===== config.mk =====
export PLATFORM = sky130hd
export DESIGN_NAME = addsub_arbiter
export DESIGN_NICKNAME = d
export VERILOG_FILES = /design/src/rtl/addsub_arbiter.sv
export SDC_FILE = /design/constraint.sdc
export NUM_CORES = 1
export LEC_CHECK = 0
export ABC_AREA = 0
export BUFFER_PORTS_ARGS = -buffer_cell sky130_fd_sc_hd__buf_2
export CAP_MARGIN = 20
export CORE_UTILIZATION = 46
export CTS_CLUSTER_SIZE = 24
export DETAILED_ROUTE_END_ITERATION = 8
export PLACE_DENSITY = 0.83
export SLEW_MARGIN = 30
export SYNTH_ARGS = -nofsm -noshare
export SYNTH_HDL_FRONTEND = slang
export SYNTH_SLANG_ARGS = --single-unit

===== constraint.sdc =====
create_clock -name clk -period 2.1 [get_ports clk]
set_input_delay 0.105 -clock clk [delete_from_list [all_inputs] [get_ports clk]]
set_output_delay 0.105 -clock clk [all_outputs]
set_load 0.05 [all_outputs]

===== src/rtl/addsub_arbiter.sv =====
// Round-robin front end for the shared 4-bit adder/subtractor: two valid/ready
// requesters, one tagged response port. Define ADDSUB_ARB_OVF_EN to add rsp_ovf.
module addsub_arbiter #(
  parameter int WIDTH = 4
) (
  input  logic             clk,
  input  logic             rst,
  input  logic             req0_valid,
  output logic             req0_ready,
  input  logic [WIDTH-1:0] req0_a,
  input  logic [WIDTH-1:0] req0_b,
  input  logic             req0_sub,
  input  logic             req1_valid,
  output logic             req1_ready,
  input  logic [WIDTH-1:0] req1_a,
  input  logic [WIDTH-1:0] req1_b,
  input  logic             req1_sub,
  output logic [WIDTH-1:0] add_a,
  output logic [WIDTH-1:0] add_b,
  output logic             add_cin,
  input  logic [WIDTH-1:0] add_s,
  input  logic             add_cout,
  output logic             rsp_valid,
  input  logic             rsp_ready,
  output logic             rsp_id,
  output logic [WIDTH-1:0] rsp_s,
  output logic             rsp_cout,
`ifdef ADDSUB_ARB_OVF_EN
  output logic             rsp_ovf,
`endif
  output logic             busy
);

  typedef enum logic [1:0] {IDLE, EXEC, RESP} state_t;

  state_t state;
  logic   prio;      // requester that wins when both are valid
  logic   grant_any;
  logic   grant_id;

  always_comb begin
    grant_any = 1'b0;
    grant_id  = prio;
    if (state == IDLE && !rst) begin
      if (req0_valid && req1_valid) begin
        grant_any = 1'b1;
        grant_id  = prio;
      end else if (req0_valid) begin
        grant_any = 1'b1;
        grant_id  = 1'b0;
      end else if (req1_valid) begin
        grant_any = 1'b1;
        grant_id  = 1'b1;
      end
    end
  end

  assign req0_ready = grant_any & ~grant_id;
  assign req1_ready = grant_any &  grant_id;
  assign busy       = (state != IDLE);

`ifdef ADDSUB_ARB_OVF_EN
  // Subtract flips B's sign bit, so one rule covers both operations.
  logic ovf_now;
  assign ovf_now = (add_a[WIDTH-1] == (add_b[WIDTH-1] ^ add_cin)) &&
                   (add_s[WIDTH-1] != add_a[WIDTH-1]);
`endif

  always_ff @(posedge clk) begin
    if (rst) begin
      state     <= IDLE;
      prio      <= 1'b0;
      add_a     <= '0;
      add_b     <= '0;
      add_cin   <= 1'b0;
      rsp_valid <= 1'b0;
      rsp_id    <= 1'b0;
      rsp_s     <= '0;
      rsp_cout  <= 1'b0;
`ifdef ADDSUB_ARB_OVF_EN
      rsp_ovf   <= 1'b0;
`endif
    end else begin
      case (state)
        IDLE: begin
          if (grant_any) begin
            add_a   <= grant_id ? req1_a   : req0_a;
            add_b   <= grant_id ? req1_b   : req0_b;
            add_cin <= grant_id ? req1_sub : req0_sub;
            rsp_id  <= grant_id;
            state   <= EXEC;
          end
        end
        EXEC: begin
          rsp_s     <= add_s;
          rsp_cout  <= add_cout;
`ifdef ADDSUB_ARB_OVF_EN
          rsp_ovf   <= ovf_now;
`endif
          rsp_valid <= 1'b1;
          state     <= RESP;
        end
        RESP: begin
          if (rsp_ready) begin
            rsp_valid <= 1'b0;
            prio      <= ~rsp_id;
            state     <= IDLE;
          end
        end
        default: state <= IDLE;
      endcase
    end
  end

endmodule


==> flow_summary.json, run 1 <==
{
  "status": "completed",
  "initial_core_util": 0.494,
  "coreArea_sq_um": 1730,
  "worstMarginPinSlew_ns": 0.613,
  "hold_violations": 0,
  "crit_required_ns": 2.00,
  "ant_nets": 0,
  "cts_root_buf": "clkbuf_4",
  "wl_per_cell_um": 12.4,
  "place.detailed.hpwl_um": 1450,
  "grt_pass1_vias": 639,
  "final_net_count": 161,
  "ios": 47,
  "tns_ns": 0,
  "drt_wl_total_um": 1950,
  "fmax_mhz": 534,
  "p_per_area_nw_per_um2": 788,
  "synthCells": 84,
  "cts_buffers": 3,
  "synth-edff-count": 0,
  "num_rows": 15,
  "async_flop_share": 0,
  "grt-ovfl-total": 0,
  "syn_nets": 112,
  "numClockSinks": 19,
  "cp_data_arrival_time_ns": 1.77,
  "synth-warning-count": 0,
  "combPwrFrac": 0.319,
  "yosysMostFrequentCell": "dfxtp_1",
  "synth_top_area_share": 0.446,
  "drt_first_pass_iters": 4,
  "period_minus_slack_ns": 1.87,
  "remaining_drc_errors": 0,
  "grt_usage": 0.187,
  "maxSlewHeadroom": 0.590,
  "seqPwrFrac": 0.466,
  "ys_seq_area_frac": 0.446,
  "antennaDiodeCount": 0,
  "die_area_sq_um": 2030,
  "htreeDepth": 1,
  "seqCellArea_sq_um": 380,
  "antenna_found_initial": 0,
  "cts_tree": "built",
  "ir_drop_mv": 0.560,
  "hp-class": "primary input to flop",
  "min_from": "req0_b[0]",
  "rsz0062_at_grt": "no",
  "setup-violations-final": 0,
  "cp-end-kind": "output pin",
  "first_iter_violations": 23,
  "dieWidth_um": 45.1,
  "avgViaCountPerCell": 5.06,
  "timing.rr.start": "state[1]$_SDFFE_PP0P_",
  "grt_max_degree": 20,
  "multiInputGateArea_sq_um": 383,
  "critPathLaunch": "state[1]$_SDFFE_PP0P_",
  "setup.worst_path.start_class": "flop",
  "via_count": 794,
  "post_cts_buffers": 0,
  "gp_congestion": 0.855,
  "synth_area_leaders": "dfxtp_1 (45%), a221o_1 (11%), a211oi_1 (9.7%)",
  "avgSynthCellArea_sq_um": 10.2,
  "synth_area_sq_um": 853,
  "synth_seq_cells": 19,
  "clk_latency_ns": 0.29,
  "slowest_delay_ns": 0.45,
  "synth_flop_cell": "dfxtp_1",
  "place_ws_ns": 0.576,
  "ctsResizeCount": 0,
  "fin_ws_ns": 0.229,
  "grt_pass1_wl_um": 2730,
  "cts_max_path_buffers": 2,
  "intPower_mw": 0.555,
  "clkPwrFrac": 0.215,
  "crit_fanout": 10,
  "clock-skew-final_ns": 0.00342,
  "clkSlewWorstSetupHoldPaths_ns": 0.12,
  "fp.dieH_um": 45.1,
  "port-buffer-count": 46,
  "synth.cells.most_frequent": "dfxtp_1 (19), inv_1 (12), a211oi_1 (11)",
  "p_sw_mw": 0.330,
  "fillerInstances": 155,
  "yosys.area.top_type": "dfxtp_1",
  "slowest_stage": "or3_4",
  "crit_type": "flop to output pin",
  "drive_above_1_share": 0.439,
  "holdBufCountCts": 0,
  "sw_frac_of_total": 0.373,
  "netlist-cell-type-count": 23,
  "drv_slew": 0,
  "leakage_nw": 0.533,
  "maxCapViolations": 0,
  "period_share": 0.891,
  "worstPathCellList": "or3_4, nor3b_4, buf_4, buf_2",
  "syn2layout_area_growth_pct": 31.5
}
## logic make-up after synthesis
kind of cell | after synthesis | synth area share
flip-flops | 19 | 0.446
multiplexers | 5 | 0.0587
AO/OA/AOI/OAI | 24 | 0.246
buffers and inverters | 17 | 0.106
AND/OR/NAND/NOR | 19 | 0.144
## through the flow
stage	hold WS, ns	instance area (sq um)	util	power [mW]	std cells
2_1_floorplan	0.243	853	-	0.628	84
3_3_place_gp	0.331	1090	0.633	0.696	153
3_5_place_dp	0.332	1090	0.633	0.701	153
4_1_cts	0.0147	1120	0.650	0.893	157
5_1_grt	0.0109	1120	0.650	0.933	157
6_report	0.0243	1120	0.650	0.885	157
## flip-flops by register name, summed over array words and instances, names as in the netlist
name and cells:
prio 1, rsp_id 1, rsp_s 4, state 2
rsp_valid 1, add_a 4, add_b 4, rsp_cout 1
add_cin 1
## placed cells by master, fill, tap and decap left out, types with 3 or more instances in the layout
master    Yosys  final
a211oi_1     11     11
a221o_1       9      9
buf_2         1     46
buf_4         0      3
clkbuf_4      0      3
dfxtp_1      19     19
inv_1        12     12
mux2i_1       5      5
nor2_1       10     10
## worst max-delay path: cells and delay by family, from the launching register on
kind / cells / cell delay [ns]
flip-flops: 1 / 0.39
buffers and inverters: 2 / 0.46
AND/OR/NAND/NOR: 2 / 0.62
## worst paths after layout
| kind | endpoint | depth (start not counted) | slack (ns) |
|---|---|---|---|
| setup reg to reg | add_a[0]$_SDFFE_PP0P_ | 4 | 0.65 |
| setup / recovery | req1_ready | 4 | 0.23 |
| hold / removal | add_b[0]$_SDFFE_PP0P_ | 2 | 0.02 |
| hold reg to reg | prio$_SDFFE_PP0P_ | 1 | 0.47 |
## power by group through the flow
stage | logic (mW) | clock network [mW] | registers (mW)
finish | 0.282 | 0.190 | 0.412
global route | 0.300 | 0.216 | 0.418
CTS | 0.282 | 0.199 | 0.412
detailed placement | 0.281 | 0 | 0.420
global placement | 0.277 | 0 | 0.419
floorplan | 0.112 | 0 | 0.515
## per-layer routing
layer | vias up | wire length [um] | track usage
li1 | 395 | - | -
met1 | 372 | 881 | 0.250
met2 | 25 | 968 | 0.299
met3 | 2 | 88 | 0.0360
met4 | 0 | 14 | 0.0727
met5 | - | 0 | 0
## layout make-up
type                            instances  share of cell area
Multi-Input combinational cell         48               0.341
Sequential cell                        19               0.339
Timing Repair Buffer                   49               0.225
Inverter                               12              0.0401
Tap cell                               25              0.0279
Clock buffer                            3              0.0201
Clock inverter                          1             0.00669
Note: power is estimated with default switching activity, not from simulation.
==> run 2: changes to the inputs <==
--- a/config.mk
+++ b/config.mk
@@ -11,7 +11,7 @@
 export CORE_UTILIZATION = 46
 export CTS_CLUSTER_SIZE = 24
 export DETAILED_ROUTE_END_ITERATION = 8
-export PLACE_DENSITY = 0.83
+export PLACE_DENSITY = 0.81
 export SLEW_MARGIN = 30
 export SYNTH_ARGS = -nofsm -noshare
 export SYNTH_HDL_FRONTEND = slang
==> flow_summary.json, run 2 (synthesized netlist as in run 1, its figures left out) <==
{
  "reg2reg_to": "add_a[3]$_SDFFE_PP0P_",
  "timing.rr.start": "state[1]$_SDFFE_PP0P_",
  "setup.worst_path.start_class": "flop",
  "slowest_stage": "or3_4",
  "layout_common_cells": "buf_2 (46), dfxtp_1 (19), inv_1 (12)",
  "avgViaCountPerCell": 5.08,
  "gp_congestion": 0.850,
  "dieWidth_um": 45.1,
  "cts_tree": "built",
  "place_ws_ns": 0.582,
  "top_regs": "add_a (4), add_b (4), rsp_s (4)",
  "antenna_found_initial": 0,
  "clk_latency_ns": 0.29,
  "cp_data_arrival_time_ns": 1.75,
  "p_per_area_nw_per_um2": 781,
  "crit_fanout": 10,
  "die_area_sq_um": 2030,
  "fin_ws_ns": 0.247,
  "fmax_mhz": 540,
  "drt_wl_total_um": 1810,
  "htreeDepth": 1,
  "grt_usage": 0.187,
  "crit_required_ns": 2.00,
  "final_net_count": 160,
  "holdPathEnd": "add_b[0]$_SDFFE_PP0P_",
  "grt_pass1_wl_um": 2750,
  "crit_type": "flop to output pin",
  "first_iter_violations": 9,
  "maxSlewHeadroom": 0.569,
  "setup-violations-final": 0,
  "initial_core_util": 0.494,
  "clock-skew-final_ns": 0.00465,
  "coreArea_sq_um": 1730,
  "drt_first_pass_iters": 4,
  "place.detailed.hpwl_um": 1400,
  "antennaDiodeCount": 0,
  "final_cell_count_no_fill": 156,
  "rsz0062_at_grt": "no",
  "remaining_drc_errors": 0,
  "reg2reg_slack_ns": 0.62,
  "numClockSinks": 19,
  "hold_violations": 0,
  "final_util": 0.643,
  "drive_above_1_share": 0.427,
  "cts_max_path_buffers": 2,
  "via_count": 793,
  "worstMarginPinSlew_ns": 0.644,
  "grt_pass1_vias": 675,
  "crit_family": "simple AND/OR/NAND/NOR gates",
  "drv_slew": 0,
  "period_share": 0.882,
  "port-buffer-count": 46,
  "wl_per_cell_um": 11.6,
  "cp-end-kind": "output pin",
  "ios": 47,
  "maxCapViolations": 0,
  "num_rows": 15,
  "multiInputGateArea_sq_um": 383,
  "fillerInstances": 151,
  "dp_cells": 152,
  "tns_ns": 0,
  "post_cts_buffers": 0,
  "power.total_mw": 0.868,
  "slowest_delay_ns": 0.44,
  "syn2layout_area_growth_pct": 30.2,
  "cp_num_buf_inv": 2,
  "seqCellArea_sq_um": 380,
  "worstPathCellList": "or3_4, nor3b_4, buf_4, buf_2",
  "leakage_nw": 0.529,
  "grt-ovfl-total": 0,
  "final_common_cell": "buf_2",
  "clkSlewWorstSetupHoldPaths_ns": 0.10,
  "ant_nets": 0,
  "reg2reg_depth": 3,
  "cts_root_buf": "clkbuf_4",
  "min_from": "req1_b[0]",
  "period_minus_slack_ns": 1.85,
  "fp.dieH_um": 45.1,
  "ir_drop_mv": 0.492,
  "ctsResizeCount": 0,
  "holdBufCountCts": 0,
  "cts_buffers": 3,
  "status": "completed",
  "grt_max_degree": 20,
  "min_delay_path_depth": 2,
  "hp-class": "primary input to flop"
}
run 2: cell count changes in the layout (fill, tap and decap cells not counted), sizes merged:
cell | previous run | this run
buf | 49 | 48
clkbuf | 3 | 4
clkinvlp | 1 | 0
run 2: how the worst max path moves through the flow:
stage,start,endpoint,slack (ns),depth (start not counted)
after floorplan,state[1]$_SDFFE_PP0P_,add_a[0]$_SDFFE_PP0P_,0.39,3
after global placement,state[1]$_SDFFE_PP0P_,req1_ready,0.62,4
after detailed placement,state[1]$_SDFFE_PP0P_,req1_ready,0.58,4
after CTS,state[1]$_SDFFE_PP0P_,req1_ready,0.25,4
after global routing,state[1]$_SDFFE_PP0P_,req1_ready,0.18,4
final,state[1]$_SDFFE_PP0P_,req1_ready,0.25,4
run 2: area by class of cell:
cell class	count	share of cell area
clock buffers	4	0.0236
multi-input cells	48	0.345
well taps	25	0.0282
flip-flops and latches	19	0.342
inverters	12	0.0405
repair buffers	48	0.221
run 2: worst register-to-register path, cell delays in order, from the launching register on:
cell      delay, ns
dfxtp_1        0.38
nor2_1         0.53
a211oi_1       0.18
a221o_1        0.29
run 2: metal layers:
layer  wire length, um  global-route usage
met3               106              0.0560
met4                34              0.0848
met5                 0                   0
met2               863               0.296
met1               807               0.235
run 2: where the power goes:
part / leakage (nW) / switching (mW) / internal (mW) / total [mW]
Sequential: 0.156 / 0.0195 / 0.392 / 0.412
Clock: 0.0150 / 0.106 / 0.0739 / 0.180
Combinational: 0.358 / 0.188 / 0.0871 / 0.276
run 2: stage by stage:
step,area [sq um],hold WS (ns)
2_1_floorplan,853,0.243
3_3_place_gp,1080,0.332
3_5_place_dp,1080,0.336
4_1_cts,1110,0.0234
5_1_grt,1110,0.0286
6_report,1110,0.0268
